**src/rtl/ram_ctrl_pkg.sv**
```systemverilog
// ram_ctrl_pkg: shared encodings for the data-path RAM arbiter.
//   - data_length / read_write encodings as seen on the RAM pins
//   - arbiter FSM states and requester port ids
//   - ram_req_t: one latched RAM command
//   - req_legal(): alignment / length legality of a request
package ram_ctrl_pkg;

    localparam logic [1:0] LEN_BYTE = 2'd0;
    localparam logic [1:0] LEN_HALF = 2'd1;
    localparam logic [1:0] LEN_WORD = 2'd2;

    localparam logic RW_READ  = 1'b1;
    localparam logic RW_WRITE = 1'b0;

    localparam logic PORT_IF = 1'b0;
    localparam logic PORT_D  = 1'b1;

    typedef enum logic [1:0] {
        IDLE   = 2'd0,
        ACCESS = 2'd1,
        DONE   = 2'd2
    } state_t;

    typedef struct packed {
        logic        rw;
        logic [1:0]  len;
        logic [8:0]  addr;
        logic [31:0] wdata;
    } ram_req_t;

    // Only the two low address bits matter for alignment.
    function automatic logic req_legal(input logic [1:0] len, input logic [1:0] addr_lo);
        case (len)
            LEN_BYTE: return 1'b1;
            LEN_HALF: return ~addr_lo[0];
            LEN_WORD: return (addr_lo == 2'b00);
            default:  return 1'b0;
        endcase
    endfunction

endpackage

```
**src/rtl/ram_rr_arbiter.sv**
```systemverilog
// ram_rr_arbiter: 2-way round-robin grant, purely combinational.
//   req   [1:0]  request vector, bit PORT_IF = fetch, bit PORT_D = data
//   last         port granted most recently
//   grant [1:0]  one-hot grant (zero when nothing requests)
module ram_rr_arbiter
    import ram_ctrl_pkg::*;
(
    input  logic [1:0] req,
    input  logic       last,
    output logic [1:0] grant
);

    always_comb begin
        grant = 2'b00;
        case (req)
            2'b01:   grant = 2'b01;
            2'b10:   grant = 2'b10;
            // Contention: the port that did not go last wins.
            2'b11:   grant = (last == PORT_IF) ? 2'b10 : 2'b01;
            default: grant = 2'b00;
        endcase
    end

endmodule

```
**src/rtl/ram_port_arbiter.sv**
```systemverilog
// ram_port_arbiter: shares one enable/mfc handshake RAM between the fetch
// port and the load/store data port.
//   clk, reset                  clock, async active-high reset
//   if_req/if_addr              fetch request (always a word read)
//   if_ack/if_err/if_rdata      fetch completion pulse, error flag, data
//   d_req/d_rw/d_len/d_addr/d_wdata   data-port request
//   d_ack/d_err/d_rdata         data-port completion
//   ram_enable/read_write/data_length/address/data_in   RAM command
//   ram_data_out/ram_mfc        RAM response
// Every output is a register. Illegal requests complete with err without
// touching the RAM; accesses with no mfc after TIMEOUT cycles complete
// with err.
module ram_port_arbiter
    import ram_ctrl_pkg::*;
#(
    parameter int TIMEOUT = 15
) (
    input  logic        clk,
    input  logic        reset,
    input  logic        if_req,
    input  logic [8:0]  if_addr,
    output logic        if_ack,
    output logic        if_err,
    output logic [31:0] if_rdata,
    input  logic        d_req,
    input  logic        d_rw,
    input  logic [1:0]  d_len,
    input  logic [8:0]  d_addr,
    input  logic [31:0] d_wdata,
    output logic        d_ack,
    output logic        d_err,
    output logic [31:0] d_rdata,
    output logic        ram_enable,
    output logic        ram_read_write,
    output logic [1:0]  ram_data_length,
    output logic [8:0]  ram_address,
    output logic [31:0] ram_data_in,
    input  logic [31:0] ram_data_out,
    input  logic        ram_mfc
);

    localparam logic [7:0] TO_LAST = 8'(TIMEOUT - 1);

    state_t      state_q, state_n;
    logic        last_q, last_n;
    logic        port_q, port_n;
    logic [7:0]  cnt_q, cnt_n;
    ram_req_t    req_q, req_n;
    logic        en_q, en_n;
    logic        if_ack_q, if_ack_n, if_err_q, if_err_n;
    logic [31:0] if_rdata_q, if_rdata_n;
    logic        d_ack_q, d_ack_n, d_err_q, d_err_n;
    logic [31:0] d_rdata_q, d_rdata_n;

    logic [1:0]  grant;
    logic        gnt_port;
    logic        done_v, done_err, sel;
    logic [31:0] done_data;

    ram_rr_arbiter u_rr (
        .req   ({d_req, if_req}),
        .last  (last_q),
        .grant (grant)
    );

    assign gnt_port = grant[1];

    always_comb begin
        state_n    = state_q;
        last_n     = last_q;
        port_n     = port_q;
        cnt_n      = cnt_q;
        req_n      = req_q;
        en_n       = en_q;
        if_ack_n   = 1'b0;
        if_err_n   = if_err_q;
        if_rdata_n = if_rdata_q;
        d_ack_n    = 1'b0;
        d_err_n    = d_err_q;
        d_rdata_n  = d_rdata_q;
        done_v     = 1'b0;
        done_err   = 1'b0;
        done_data  = '0;
        sel        = port_q;

        case (state_q)
            IDLE: begin
                if (|grant) begin
                    last_n = gnt_port;
                    port_n = gnt_port;
                    sel    = gnt_port;
                    if (gnt_port == PORT_D)
                        req_n = '{rw: d_rw, len: d_len, addr: d_addr, wdata: d_wdata};
                    else
                        req_n = '{rw: RW_READ, len: LEN_WORD, addr: if_addr, wdata: 32'd0};
                    if (req_legal(req_n.len, req_n.addr[1:0])) begin
                        en_n    = 1'b1;
                        cnt_n   = 8'd0;
                        state_n = ACCESS;
                    end else begin
                        // Rejected before the RAM ever sees it.
                        done_v   = 1'b1;
                        done_err = 1'b1;
                        state_n  = DONE;
                    end
                end
            end
            ACCESS: begin
                // mfc is tested first so it wins a tie with timeout expiry.
                if (ram_mfc) begin
                    en_n      = 1'b0;
                    done_v    = 1'b1;
                    done_data = (req_q.rw == RW_READ) ? ram_data_out : 32'd0;
                    state_n   = DONE;
                end else if (cnt_q == TO_LAST) begin
                    en_n     = 1'b0;
                    done_v   = 1'b1;
                    done_err = 1'b1;
                    state_n  = DONE;
                end else begin
                    cnt_n = cnt_q + 8'd1;
                end
            end
            DONE: begin
                en_n    = 1'b0;
                state_n = IDLE;
            end
            default: begin
                en_n    = 1'b0;
                state_n = IDLE;
            end
        endcase

        // Completion lands in the ack registers, so ack is high during DONE.
        if (done_v) begin
            if (sel == PORT_IF) begin
                if_ack_n   = 1'b1;
                if_err_n   = done_err;
                if_rdata_n = done_data;
            end else begin
                d_ack_n    = 1'b1;
                d_err_n    = done_err;
                d_rdata_n  = done_data;
            end
        end
    end

    always_ff @(posedge clk or posedge reset) begin
        if (reset) begin
            state_q    <= IDLE;
            last_q     <= PORT_D;
            port_q     <= PORT_IF;
            cnt_q      <= 8'd0;
            req_q      <= '0;
            en_q       <= 1'b0;
            if_ack_q   <= 1'b0;
            if_err_q   <= 1'b0;
            if_rdata_q <= 32'd0;
            d_ack_q    <= 1'b0;
            d_err_q    <= 1'b0;
            d_rdata_q  <= 32'd0;
        end else begin
            state_q    <= state_n;
            last_q     <= last_n;
            port_q     <= port_n;
            cnt_q      <= cnt_n;
            req_q      <= req_n;
            en_q       <= en_n;
            if_ack_q   <= if_ack_n;
            if_err_q   <= if_err_n;
            if_rdata_q <= if_rdata_n;
            d_ack_q    <= d_ack_n;
            d_err_q    <= d_err_n;
            d_rdata_q  <= d_rdata_n;
        end
    end

    assign if_ack          = if_ack_q;
    assign if_err          = if_err_q;
    assign if_rdata        = if_rdata_q;
    assign d_ack           = d_ack_q;
    assign d_err           = d_err_q;
    assign d_rdata         = d_rdata_q;
    assign ram_enable      = en_q;
    assign ram_read_write  = req_q.rw;
    assign ram_data_length = req_q.len;
    assign ram_address     = req_q.addr;
    assign ram_data_in     = req_q.wdata;

endmodule

```
**config.mk**
```make
export PLATFORM = sky130hd
export DESIGN_NAME = ram_port_arbiter
export DESIGN_NICKNAME = d
export VERILOG_FILES = /design/src/rtl/ram_ctrl_pkg.sv /design/src/rtl/ram_rr_arbiter.sv /design/src/rtl/ram_port_arbiter.sv
export SDC_FILE = /design/constraint.sdc
export NUM_CORES = 1
export LEC_CHECK = 0
export CAP_MARGIN = 5
export CELL_PAD_IN_SITES_DETAIL_PLACEMENT = 1
export CELL_PAD_IN_SITES_GLOBAL_PLACEMENT = 1
export CORE_UTILIZATION = 37
export DETAILED_ROUTE_END_ITERATION = 12
export MAX_ROUTING_LAYER = met4
export PLACE_DENSITY = 0.94
export SETUP_SLACK_MARGIN = 0.4
export SYNTH_ARGS = -nofsm -noshare
export SYNTH_HDL_FRONTEND = slang
export SYNTH_SLANG_ARGS = --single-unit
```
**constraint.sdc**
```tcl
create_clock -name clk -period 6.9 [get_ports clk]
set_clock_uncertainty 0.15 [all_clocks]
set_input_delay 1.38 -clock clk [delete_from_list [all_inputs] [get_ports clk]]
set_output_delay 1.38 -clock clk [all_outputs]
set_load 0.02 [all_outputs]
```
==> results of run 1 <==
-- worst paths after layout --
kind / end / cells past startpoint
worst min register to register: last_q / 2
worst min-delay path: last_q / 2
min in group asynchronous: ram_data_in[24] / 2
max in group asynchronous: d_rdata[1] / 3
worst max-delay path: if_rdata[29] / 6
worst max register to register: if_rdata[29] / 5
-- cells in the final DEF (no fill, tap or decap), drive strengths merged --
cell type	instances
bufinv	3
clkinvlp	3
clkbuf	21
nor4	1
and2	35
o21ai	18
a21oi	7
nor2b	1
and3b	1
nand2b	1
nor4b	1
o31a	1
mux2	64
o22ai	1
dfstp	1
buf	3
dfrtp	124
o22a	3
nand2	21
clkdlybuf4s50	202
nor3b	1
clkinv	3
nand4	3
a31oi	4
a22o	34
diode	2
ha	2
nor2	4
a21boi	1
inv	8
o21a	1
nand3	5
or2	2
a211oi	1
nor3	3
o311ai	1
o32ai	1
and3	2
o31ai	1
mux2i	10
-- critical path: stages --
cell and delay (ps):
clkdlybuf4s50_1 480, a21boi_2 650, o311ai_1 230, o22ai_2 210, and2_2 930, mux2_2 420
-- cell families after synthesis --
family | share of synthesized area (%)
multiplexers | 17.5
AO/OA/AOI/OAI | 10.6
AND/OR/NAND/NOR | 8.79
buffers and inverters | 2.82
flip-flops | 59.8
adder cells (fa/ha/maj) | 0.478
-- routing by layer --
layer / GRT usage (%) / wire [µm] / up-vias
li1: - / - / 1774
met1: 26.8 / 6480 / 2010
met5: - / 0 / -
met3: 5.92 / 855 / 31
met2: 39.4 / 8160 / 156
met4: 9.80 / 465 / 0
-- through the flow --
stage / cells / hold WS [ps]
global placement: 747 / 309
detailed placement: 747 / 310
CTS: 779 / 324
global route: 781 / 365
finish: 781 / 321
floorplan: 383 / 297
-- state kept, by name, indices dropped and copies added (netlist names) --
register and count:
if_err 1, ram_read_write 1, ram_enable 1, port_q 1, ram_data_length 2, state_q 2, last_q 1, d_ack 1
if_ack 1, d_rdata 32, if_rdata 32, ram_data_in 32, ram_address 9, d_err 1, cnt_q 8
-- report_power, final --
part	internal, mW	switching (mW)	leakage, nW
sequential	1.01	0.193	1.66
combinational	0.765	0.797	1.65
clock	0.611	0.340	0.303
-- area by class of cell --
class,instances,area (µm²),share of cell area (%)
sequential,125,3130,39.0
timing repair buffer,205,2040,25.5
multi-input combinational,231,1960,24.4
clock buffer,21,480,5.99
tap,180,225,2.81
clock inverter,11,156,1.95
inverter,6,25.0,0.312
antenna,2,5.00,0.0624
==> results.sh, run 1 <==
export IMPL_reg2reg_from="last_q"
export IMPL_hold_buffers=0
export IMPL_critPathRequiredTime_ps=7040
export IMPL_die_w_um=121
export IMPL_setup_ws_ps=2710
export IMPL_setup_viol=0
export IMPL_r2r_slack_ps=3820
export IMPL_synth_ff_type="dfrtp_1"
export IMPL_post_synth_top_count_cell="dfrtp_1"
export IMPL_grt_max_degree=71
export IMPL_clock_sinks=125
export IMPL_finalSetupTns_ps=0
export IMPL_worst_setup_path_type="in -> reg"
export IMPL_clk_path_buf_depth=2
export IMPL_first_iter_violations=175
export IMPL_peakVddDrop_uv=188
export IMPL_path_clk_slew_ps=60
export IMPL_post_place_ws_ps=2240
export IMPL_port_buffers=202
export IMPL_worst_pin_slew_ps=1120
export IMPL_max_freq_mhz=239
export IMPL_post_cts_buffers=0
export IMPL_synth_area_per_cell_um2=13.7
export IMPL_clockRootBuffer="clkbuf_16"
export IMPL_synth_edf_count=0
export IMPL_core_um2=13800
export IMPL_die_h_um=121
export IMPL_critPathArrivalTime_ps=4330
export IMPL_fillers=1352
export IMPL_htree_levels=4
export IMPL_yosys_area_top_type="dfrtp_1"
export IMPL_slew_violations=0
export IMPL_leakagePower_nw=3.61
export IMPL_ys_async_sr_fraction_pct=100
export IMPL_power_density_nw_per_um2=462
export IMPL_synth_seq_cells=125
export IMPL_vias=3971
export IMPL_crit_fanout=33
export IMPL_crit_start="d_req"
export IMPL_syn_nets=475
export IMPL_drc=0
export IMPL_dpl_hpwl_um=11100
export IMPL_grt_total_usage_pct=23.5
export IMPL_syn_cell_area_um2=5240
export IMPL_tritoncts_num_buffers=17
export IMPL_power_mw=3.71
export IMPL_status="complete, no violations"
export IMPL_ys_warn_count=0
export IMPL_vias_per_cell=5.08
export IMPL_wl_um=16000
export IMPL_cts_repair_resized=0
export IMPL_initial_core_util_pct=37.9
export IMPL_utilization_pct=58.0
export IMPL_post_route_period_util_pct=60.7
export IMPL_insertion_delay_ps=410
export IMPL_ys_top_cells_by_area="dfrtp_1 59%, mux2_4 7.5%, mux2_2 6.5%"
export IMPL_rsz0062_at_grt="false"
export IMPL_worstSetupEndpointType="flop"
export IMPL_grt_pass1_vias=4489
export IMPL_synthCells=383
export IMPL_yosysSeqAreaShare_pct=59.8
export IMPL_antenna_found_initial=2
export IMPL_cts_tree="done"
export IMPL_drtPass1Iterations=4
export IMPL_hold_start="last_q"
export IMPL_rows=43
export IMPL_syn_to_final_growth_pct=53.3
export IMPL_finalCriticalPeriod_ps=4190
export IMPL_die_area_um2=14600
export IMPL_grt_pass1_wl_um=25000
export IMPL_ys_types=44
export IMPL_drv_cap=0
export IMPL_postLayoutCellArea_um2=8030
export IMPL_routabilityCongestion=0.816
export IMPL_hold_path_class="reg -> reg"
export IMPL_hold_viol=0
export IMPL_wire_per_inst_um=20.4
export IMPL_postPlaceCellArea_um2=7380
export IMPL_io_pins=203
export IMPL_synthTopCellsByCount="124 x dfrtp_1, 35 x and2_1, 34 x a22o_1"
export IMPL_nNetsFinal=678
export IMPL_drive_gt1_share_pct=17.4
export IMPL_netlist_area_leader_share_pct=59.3
export IMPL_slew_headroom_pct=25.0
export IMPL_drtAntennaViolNets=0
export IMPL_critPathLaunchType="input port"
export IMPL_overflow=0
No activity file was read; power rests on OpenSTA's default activity.
==> run 2: changes to the inputs <==
--- a/config.mk
+++ b/config.mk
@@ -8,10 +8,10 @@
 export CAP_MARGIN = 5
 export CELL_PAD_IN_SITES_DETAIL_PLACEMENT = 1
 export CELL_PAD_IN_SITES_GLOBAL_PLACEMENT = 1
-export CORE_UTILIZATION = 37
+export CORE_UTILIZATION = 31
 export DETAILED_ROUTE_END_ITERATION = 12
 export MAX_ROUTING_LAYER = met4
-export PLACE_DENSITY = 0.94
+export PLACE_DENSITY = 0.85
 export SETUP_SLACK_MARGIN = 0.4
 export SYNTH_ARGS = -nofsm -noshare
 export SYNTH_HDL_FRONTEND = slang
==> constraint.sdc (replaced) <==
create_clock -name clk -period 3.8 [get_ports clk]
set_clock_uncertainty 0.15 [all_clocks]
set_input_delay 0.76 -clock clk [delete_from_list [all_inputs] [get_ports clk]]
set_output_delay 0.76 -clock clk [all_outputs]
set_load 0.02 [all_outputs]
==> results.sh, run 2 (synthesized netlist as in run 1, its figures left out) <==
export IMPL_status="complete, no violations"
export IMPL_cts_repair_resized=0
export IMPL_leakagePower_nw=3.61
export IMPL_slew_violations=0
export IMPL_post_route_period_util_pct=73.1
export IMPL_finalCriticalPeriod_ps=2780
export IMPL_rsz0062_at_grt="false"
export IMPL_finalSetupTns_ps=0
export IMPL_initial_core_util_pct=31.7
export IMPL_clockRootBuffer="clkbuf_16"
export IMPL_grt_total_usage_pct=19.0
export IMPL_path_clk_slew_ps=60
export IMPL_diodes=0
export IMPL_syn_to_final_growth_pct=54.1
export IMPL_critPathTopFamily="compound AO/OA/AOI/OAI gates"
export IMPL_tritoncts_num_buffers=17
export IMPL_routabilityCongestion=0.795
export IMPL_die_h_um=132
export IMPL_rr_endpoint="if_rdata[0]"
export IMPL_vias_per_cell=4.82
export IMPL_wire_per_inst_um=18.5
export IMPL_crit_fanout=19
export IMPL_insertion_delay_ps=410
export IMPL_antenna_found_initial=0
export IMPL_hold_buffers=0
export IMPL_r2r_slack_ps=1320
export IMPL_die_area_um2=17400
export IMPL_path_buf_inv=2
export IMPL_clock_sinks=125
export IMPL_cpPeakStageDelay_ps=420
export IMPL_wl_um=15200
export IMPL_critPathRequiredTime_ps=3950
export IMPL_hold_start="last_q"
export IMPL_reg2reg_from="cnt_q[0]"
export IMPL_drive_gt1_share_pct=17.4
export IMPL_power_mw=6.61
export IMPL_worst_setup_path_type="in -> reg"
export IMPL_vias=3965
export IMPL_cpMaxStageDelayCell="clkdlybuf4s50_1"
export IMPL_first_iter_violations=184
export IMPL_hold_path_class="reg -> reg"
export IMPL_hold_viol=0
export IMPL_grt_max_degree=126
export IMPL_max_freq_mhz=360
export IMPL_rr_worst_depth=8
export IMPL_layout_commonest_cell="clkdlybuf4s50_1"
export IMPL_multi_input_area_um2=1960
export IMPL_nNetsFinal=682
export IMPL_die_w_um=132
export IMPL_drtAntennaViolNets=0
export IMPL_hold_depth=2
export IMPL_clk_path_buf_depth=2
export IMPL_slew_headroom_pct=34.6
export IMPL_core_um2=16500
export IMPL_post_cts_buffers=0
export IMPL_rows=47
export IMPL_worstSetupEndpointType="flop"
export IMPL_cts_tree="done"
export IMPL_mostFrequentLayoutCells="202 x clkdlybuf4s50_1, 124 x dfrtp_1, 34 x and2_1, 34 x a22o_1, 30 x mux2_2"
export IMPL_port_buffers=202
export IMPL_drv_cap=0
export IMPL_drc=0
export IMPL_peakVddDrop_uv=363
export IMPL_setup_ws_ps=1020
export IMPL_crit_chain="clkdlybuf4s50_1 -> a21boi_2 -> o311ai_1 -> o22ai_2 -> nand2_2 -> buf_12 -> mux2_2"
export IMPL_grt_pass1_wl_um=24700
export IMPL_regArea_um2=3130
export IMPL_setup_viol=0
export IMPL_drtPass1Iterations=8
export IMPL_critPathArrivalTime_ps=2930
export IMPL_post_place_ws_ps=571
export IMPL_fillers=1659
export IMPL_power_density_nw_per_um2=818
export IMPL_overflow=0
export IMPL_holdPathEnd="last_q"
export IMPL_worst_pin_slew_ps=981
export IMPL_grt_pass1_vias=4435
export IMPL_io_pins=203
export IMPL_critPathLaunchType="input port"
export IMPL_htree_levels=4
export IMPL_dpl_hpwl_um=10900
## run 2: changes by cell type in the layout (fill, tap and decap cells not counted), sizes merged
cell / before / now
buf: 3 / 7
clkinv: 3 / 6
bufinv: 3 / 2
clkbuf: 21 / 20
inv: 8 / 5
clkinvlp: 3 / 4
diode: 2 / 0
## run 2: power by group
group          switching (mW)  internal (mW)  leakage, nW
Sequential              0.338           1.83         1.66
Clock                   0.595          0.975        0.272
Combinational            1.44           1.43         1.68
## run 2: area by class of cell
class	instances	share of cell area, %
multi-input combinational	231	24.3
clock buffer	20	5.53
sequential	125	38.8
timing repair buffer	209	26.2
inverter	6	0.326
clock inverter	11	1.49
tap	220	3.41
## run 2: worst max path at each step
stage               start  depth (start not counted)           to  slack, ps
floorplan           reset                          1     cnt_q[0]       1350
global placement    d_req                          7   d_rdata[6]        710
detailed placement  d_req                          7  d_rdata[12]        570
CTS                 d_req                          7   d_rdata[2]       1020
global route        d_req                          7   d_rdata[2]        930
finish              d_req                          7   d_rdata[2]       1020
## run 2: tightest hold or removal path: cells and delay by family, from the launching register on
family	cells	cell delay (ps)
simple gates	2	100
flops	1	370
## run 2: per-stage QoR
step	area (µm²)	util, %	hold WS (ps)	std cells
after global routing	8070	48.8	352	822
after CTS	8070	48.8	343	822
after global placement	7500	45.4	312	791
final	8070	48.8	337	822
after floorplan	5240	-	297	383
after detailed placement	7500	45.4	333	791
## run 2: routing by layer
metal	wire length [µm]	vias up	part of all wire, %	GRT usage (%)
met5	0	-	0	-
met4	380	0	2.5	8.40
met3	781	28	5.1	4.50
met2	7840	141	51	31.6
met1	6230	2011	41	21.9
li1	-	1785	-	-
